===== config.mk =====
export PLATFORM = sky130hd
export DESIGN_NAME = neuron_mac_seq
export DESIGN_NICKNAME = d
export VERILOG_FILES = /design/src/rtl/neuron_mac_seq.sv
export SDC_FILE = /design/constraint.sdc
export NUM_CORES = 2
export LEC_CHECK = 0
export BUFFER_PORTS_ARGS = -buffer_cell sky130_fd_sc_hd__buf_2
export CORE_AREA = 2 2 327 329
export DETAILED_ROUTE_END_ITERATION = 12
export DIE_AREA = 0 0 329 331
export PLACE_DENSITY = 0.86
export SYNTH_ARGS = -nofsm -noshare
export SYNTH_HDL_FRONTEND = slang
export SYNTH_SLANG_ARGS = --single-unit

===== constraint.sdc =====
create_clock -name clk -period 24.5 [get_ports clk]
set_input_delay 2.45 -clock clk [delete_from_list [all_inputs] [get_ports clk]]
set_output_delay 2.45 -clock clk [all_outputs]
set_load 0.01 [all_outputs]

===== src/rtl/neuron_mac_seq.sv =====
// -----------------------------------------------------------------------------
// neuron_mac_seq
//   Sequential multiply-accumulate neuron stage. On an accepted start it takes
//   a snapshot of N_IN data words and N_IN weights, loads the accumulator with
//   the bias, and then adds one Q16.16 product per clock. The sum gets an
//   optional ReLU and is then saturated to DATA_W bits. The result goes to the
//   next layer's register bank.
//
// Ports
//   clk         rising-edge clock
//   reset       synchronous, active-high; takes priority over every other input
//   start       request a computation (accepted in IDLE and in the DONE cycle)
//   relu_en     1 = clamp negative sums to zero; sampled together with start
//   data_vec    N_IN packed signed Q16.16 words, word i at [i*DATA_W +: DATA_W]
//   weight_vec  N_IN packed signed Q16.16 weights, same packing
//   bias        signed Q16.16 bias
//   busy        high from the accept edge until the result edge
//   done        one-cycle pulse; result is valid from this cycle on
//   result      saturated signed Q16.16 output; holds until the next result
//   sat         result was clamped by saturation; updates with result
// -----------------------------------------------------------------------------
module neuron_mac_seq #(
    parameter int N_IN   = 10,
    parameter int DATA_W = 32,
    parameter int FRAC   = 16,
    parameter int ACC_W  = 56
) (
    input  logic                     clk,
    input  logic                     reset,
    input  logic                     start,
    input  logic                     relu_en,
    input  logic [N_IN*DATA_W-1:0]   data_vec,
    input  logic [N_IN*DATA_W-1:0]   weight_vec,
    input  logic [DATA_W-1:0]        bias,
    output logic                     busy,
    output logic                     done,
    output logic [DATA_W-1:0]        result,
    output logic                     sat
);

    localparam int IDX_W = (N_IN > 1) ? $clog2(N_IN) : 1;
    localparam logic [IDX_W-1:0] IDX_LAST = IDX_W'(N_IN - 1);

    localparam logic [1:0] ST_IDLE = 2'd0;
    localparam logic [1:0] ST_MAC  = 2'd1;
    localparam logic [1:0] ST_DONE = 2'd2;

    // Saturation bounds, sign-extended to the accumulator width
    localparam logic signed [ACC_W-1:0] SAT_MAX =
        {{(ACC_W-DATA_W+1){1'b0}}, {(DATA_W-1){1'b1}}};
    localparam logic signed [ACC_W-1:0] SAT_MIN =
        {{(ACC_W-DATA_W+1){1'b1}}, {(DATA_W-1){1'b0}}};

    // Returns {sat_flag, clamped_value} for a full-width accumulator value
    function automatic logic [DATA_W:0] sat_clamp(input logic signed [ACC_W-1:0] v);
        logic [DATA_W:0] r;
        if (v > SAT_MAX) begin
            r = {1'b1, SAT_MAX[DATA_W-1:0]};
        end else if (v < SAT_MIN) begin
            r = {1'b1, SAT_MIN[DATA_W-1:0]};
        end else begin
            r = {1'b0, v[DATA_W-1:0]};
        end
        return r;
    endfunction

    logic [1:0]                state_q,  state_d;
    logic [IDX_W-1:0]          idx_q,    idx_d;
    logic signed [ACC_W-1:0]   acc_q,    acc_d;
    logic [N_IN*DATA_W-1:0]    data_q,   data_d;
    logic [N_IN*DATA_W-1:0]    weight_q, weight_d;
    logic                      relu_q,   relu_d;
    logic                      busy_q,   busy_d;
    logic                      done_q,   done_d;
    logic [DATA_W-1:0]         result_q, result_d;
    logic                      sat_q,    sat_d;

    logic signed [DATA_W-1:0]   d_sel_s;
    logic signed [DATA_W-1:0]   w_sel_s;
    logic signed [2*DATA_W-1:0] prod_s;
    logic signed [ACC_W-1:0]    term_s;
    logic signed [ACC_W-1:0]    relu_v_s;
    logic [DATA_W:0]            clamp_s;
    logic                       accept_s;

    // Current product term: arithmetic shift truncates toward -inf
    always_comb begin
        d_sel_s  = data_q[int'(idx_q)*DATA_W +: DATA_W];
        w_sel_s  = weight_q[int'(idx_q)*DATA_W +: DATA_W];
        prod_s   = (2*DATA_W)'(d_sel_s) * (2*DATA_W)'(w_sel_s);
        term_s   = ACC_W'(prod_s >>> FRAC);
        // ReLU is applied before saturation, so a zeroed value never flags sat
        relu_v_s = (relu_q && acc_q[ACC_W-1]) ? {ACC_W{1'b0}} : acc_q;
        clamp_s  = sat_clamp(relu_v_s);
        // The DONE cycle also accepts, giving N_IN+1 cycle back-to-back throughput
        accept_s = start && ((state_q == ST_IDLE) || (state_q == ST_DONE));
    end

    // Next-state logic for the sequencer, accumulator and output registers
    always_comb begin
        state_d  = state_q;
        idx_d    = idx_q;
        acc_d    = acc_q;
        data_d   = data_q;
        weight_d = weight_q;
        relu_d   = relu_q;
        busy_d   = busy_q;
        done_d   = 1'b0;
        result_d = result_q;
        sat_d    = sat_q;

        case (state_q)
            ST_IDLE: begin
                busy_d = 1'b0;
            end
            ST_MAC: begin
                acc_d = acc_q + term_s;
                idx_d = idx_q + IDX_W'(1'b1);
                if (idx_q == IDX_LAST) begin
                    state_d = ST_DONE;
                end else begin
                    state_d = ST_MAC;
                end
            end
            ST_DONE: begin
                result_d = clamp_s[DATA_W-1:0];
                sat_d    = clamp_s[DATA_W];
                done_d   = 1'b1;
                busy_d   = 1'b0;
                state_d  = ST_IDLE;
            end
            default: begin
                state_d = ST_IDLE;
                busy_d  = 1'b0;
            end
        endcase

        // A new run overrides the return to IDLE; the result above still lands
        if (accept_s) begin
            data_d   = data_vec;
            weight_d = weight_vec;
            relu_d   = relu_en;
            acc_d    = {{(ACC_W-DATA_W){bias[DATA_W-1]}}, bias};
            idx_d    = {IDX_W{1'b0}};
            busy_d   = 1'b1;
            state_d  = ST_MAC;
        end else begin
            state_d  = state_d;
        end
    end

    // State registers with synchronous reset
    always_ff @(posedge clk) begin
        if (reset) begin
            state_q  <= ST_IDLE;
            idx_q    <= {IDX_W{1'b0}};
            acc_q    <= {ACC_W{1'b0}};
            data_q   <= {(N_IN*DATA_W){1'b0}};
            weight_q <= {(N_IN*DATA_W){1'b0}};
            relu_q   <= 1'b0;
            busy_q   <= 1'b0;
            done_q   <= 1'b0;
            result_q <= {DATA_W{1'b0}};
            sat_q    <= 1'b0;
        end else begin
            state_q  <= state_d;
            idx_q    <= idx_d;
            acc_q    <= acc_d;
            data_q   <= data_d;
            weight_q <= weight_d;
            relu_q   <= relu_d;
            busy_q   <= busy_d;
            done_q   <= done_d;
            result_q <= result_d;
            sat_q    <= sat_d;
        end
    end

    assign busy   = busy_q;
    assign done   = done_q;
    assign result = result_q;
    assign sat    = sat_q;

endmodule


==> qor.txt <==
status -> finished, final reports clean
first-pass GRT wire length -> 367000 um
non-filler instance count after layout -> 9699
Slew Viols, Final -> 0
Max Cap Viol -> 0
Synth Area in Compound Gates -> 10.6%
total CTS buffers -> 77
CTS hold repair buffers -> 0
initial antenna violation count -> 29
worst hold path class -> reg -> reg
DPL Wire Length -> 190000 um
Max rail drop VDD -> 0.0000827 V
RSZ-0062 raised after global routing -> false
Syn Area/Cell -> 8.69 um^2
largest family of logic cells by synthesized area -> adder cells
initial core utilization -> 64.7%
synth top area cells -> fa_1 32%, dfxtp_1 22%, nand2_1 11%
Internal Pwr Total -> 3.02 mW
CTS sink cnt -> 738
post-cts sizing count -> 0
Pleak -> 34.2 nW
cell mode on critical path -> fa_1
Startpoint Class -> flop
Combinational Power Share -> 52.3%
P per Cell Area -> 72.1 nW/um^2
row count -> 119
Placed Cells -> 9538
Vias -> 60600
port bufs -> 710
clock-pin slew on the worst setup and hold paths -> 60 ps
Worst Setup End Kind -> flop
CP top delay family -> adder cells
Seq pwr share -> 25.6%
wire per inst -> 25.6 um
Clock Skews -> 53.1 ps
remaining antenna violation count -> 0
worst endpoint data arrival time -> 15390 ps
Syn. warnings -> 0
Routability Congestion -> 1.06
largest stage delay on the critical path -> 1230 ps
sequential-to-total area share from yosys stat -> 21.8%
Crit-path slowest cell -> fa_1
worst slew pin tran -> 1370 ps
TritonCTS clock tree -> done
fmax -> 67.4 MHz
DRC -> 0
minimum clock period -> 14840 ps
DRT Wirelength -> 249000 um
xor and xnor fraction of the mapped netlist area -> 1.54%
I/O Pins -> 711
endpoints failing hold -> 0
Post-CTS Setup Bufs -> 0
Via density -> 6.25
Net Sw Power -> 2.41 mW
Die Span X -> 329 um
DR pass1 iterations -> 7
fillcell total -> 7770
vias in the first global route -> 62100
layout cells sized above 1 -> 13.9%
initial DRC count -> 7441
endpoints failing setup -> 0
clock buffer depth -> 3
Adder-Cell Fraction of Synth Area -> 36.3%
final net count -> 10200
Post-DP Area -> 72600 um^2
Yosys top cell area share -> 31.9%
simple-gate share of the synthesized area -> 15.6%
top-count cell post-synth -> nand2_1
worst skew pair latency -> 700 ps
Seq cells post-synth -> 738
largest net degree at the start of global routing -> 262
Core Region -> 105000 um^2
worst-path maximum fanout -> 47
Post-Syn Nets -> 9805
Root Buffer -> clkbuf_16
Yosys cell types -> 82
ys async rst share -> 0%
GRT overflow -> 0
top cells by count, synth -> 1927 x nand2_1, 1082 x fa_1, 961 x inv_1
Final Cycle Share -> 60.6%
proportion of synthesized area in mux cells -> 6.04%
number of synthesized flops with an enable pin -> 0
H-tree depth -> 3
slew margin rel. -> 8.79%
Setup CP Type -> reg -> reg
die area -> 109000 um^2
Sw Share -> 44.3%
Synth Instances -> 7809
Clock Power Share -> 22.2%
Overall Power -> 5.43 mW
fin area -> 75300 um^2
register area -> 14800 um^2
P&R area growth vs syn -> 10.9%
Synth area leader -> fa_1
post-route setup TNS -> 0 ps
Mapped Area -> 67900 um^2
Top FF cell, synth -> dfxtp_1
CP required -> 25040 ps
GR Util All Layers -> 45.7%
height of the die -> 331 um
multi-input combinational cell area -> 47900 um^2
WP buf/inv -> 6
logic make-up (layout without fill, tap and decap cells):
logic type / Yosys count / count (layout)
other: 0 / 19
DFF: 738 / 738
adders and majority gates: 1320 / 1320
AOI/OAI and AO/OA: 1230 / 1230
buffers and inverters: 1464 / 1944
and+or+nand+nor: 2685 / 2685
muxes: 254 / 254
xor gates and xnor gates: 118 / 118
power groups by stage:
stage	logic, mW	clock network (mW)	registers [mW]
5_1_grt	3.06	1.25	1.39
3_5_place_dp	2.73	0	1.41
4_1_cts	2.75	1.20	1.38
2_1_floorplan	1.92	0	1.37
3_3_place_gp	2.69	0	1.40
6_report	2.84	1.20	1.39
area by class of cell:
class / instances / area share, %
tap: 1391 / 2.31
clock inverter: 34 / 0.583
inverter: 963 / 4.80
antenna: 19 / 0.0632
timing repair buffer: 839 / 6.09
multi-input combinational: 5607 / 63.6
sequential: 738 / 19.6
clock buffer: 108 / 2.87
metal layers:
layer	wire length (um)	up-vias	global-route usage, %
li1	-	25400	-
met1	80400	29400	52.4
met2	107000	4383	67.7
met3	36200	1309	18.7
met4	25100	22	36.5
met5	155	-	0.391
final timing paths:
kind                      to  cells after the start        from  slack, ps
setup / recovery   acc_q[55]                     40    idx_q[0]       9660
hold / removal    data_q[67]                      2  data_q[67]        450
setup reg to reg   acc_q[55]                     40    idx_q[0]       9660
hold reg to reg   data_q[67]                      2  data_q[67]        450
flip-flops by register name, summed over array words and instances, names as in the netlist:
register and count:
relu_q 1, state_q 2, busy 1, acc_q 56, weight_q 320, sat 1
data_q 320, result 32, idx_q 4, done 1
placed cells by master, fill, tap and decap left out, types with 37 or more instances in the layout:
| master | synthesis | final |
|---|---|---|
| o21ai_0 | 81 | 80 |
| mux4_2 | 123 | 123 |
| xor2_1 | 37 | 37 |
| a21o_1 | 80 | 80 |
| mux2i_1 | 125 | 125 |
| nor2_1 | 552 | 552 |
| nand2_1 | 1927 | 1927 |
| ha_1 | 238 | 238 |
| and2_1 | 59 | 59 |
| fa_1 | 1082 | 1082 |
| buf_4 | 1 | 125 |
| a21oi_1 | 796 | 795 |
| buf_2 | 16 | 709 |
| dfxtp_1 | 738 | 734 |
| inv_1 | 961 | 961 |
| clkbuf_16 | 0 | 77 |
| xnor2_1 | 80 | 80 |
| o22a_1 | 43 | 43 |
| o22ai_1 | 67 | 38 |
worst reg2reg max path: cells and delay by family (launching register included):
family | cells | cell delay, ps
xor+xnor | 3 | 1130
flops | 1 | 970
mux | 2 | 810
buf+inv | 6 | 2630
fa+ha+maj | 10 | 5830
compound gates | 16 | 2970
simple gates | 3 | 370
through the flow:
| step | hold slack [ps] | util (%) | setup slack (ps) |
|---|---|---|---|
| 2_1_floorplan | 432 | - | 12580 |
| 3_3_place_gp | 439 | 69.2 | 10110 |
| 3_5_place_dp | 443 | 69.2 | 9880 |
| 4_1_cts | 453 | 71.7 | 9810 |
| 5_1_grt | 466 | 71.7 | 9080 |
| 6_report | 453 | 71.7 | 9660 |
Note: power is estimated with default switching activity, not from simulation.
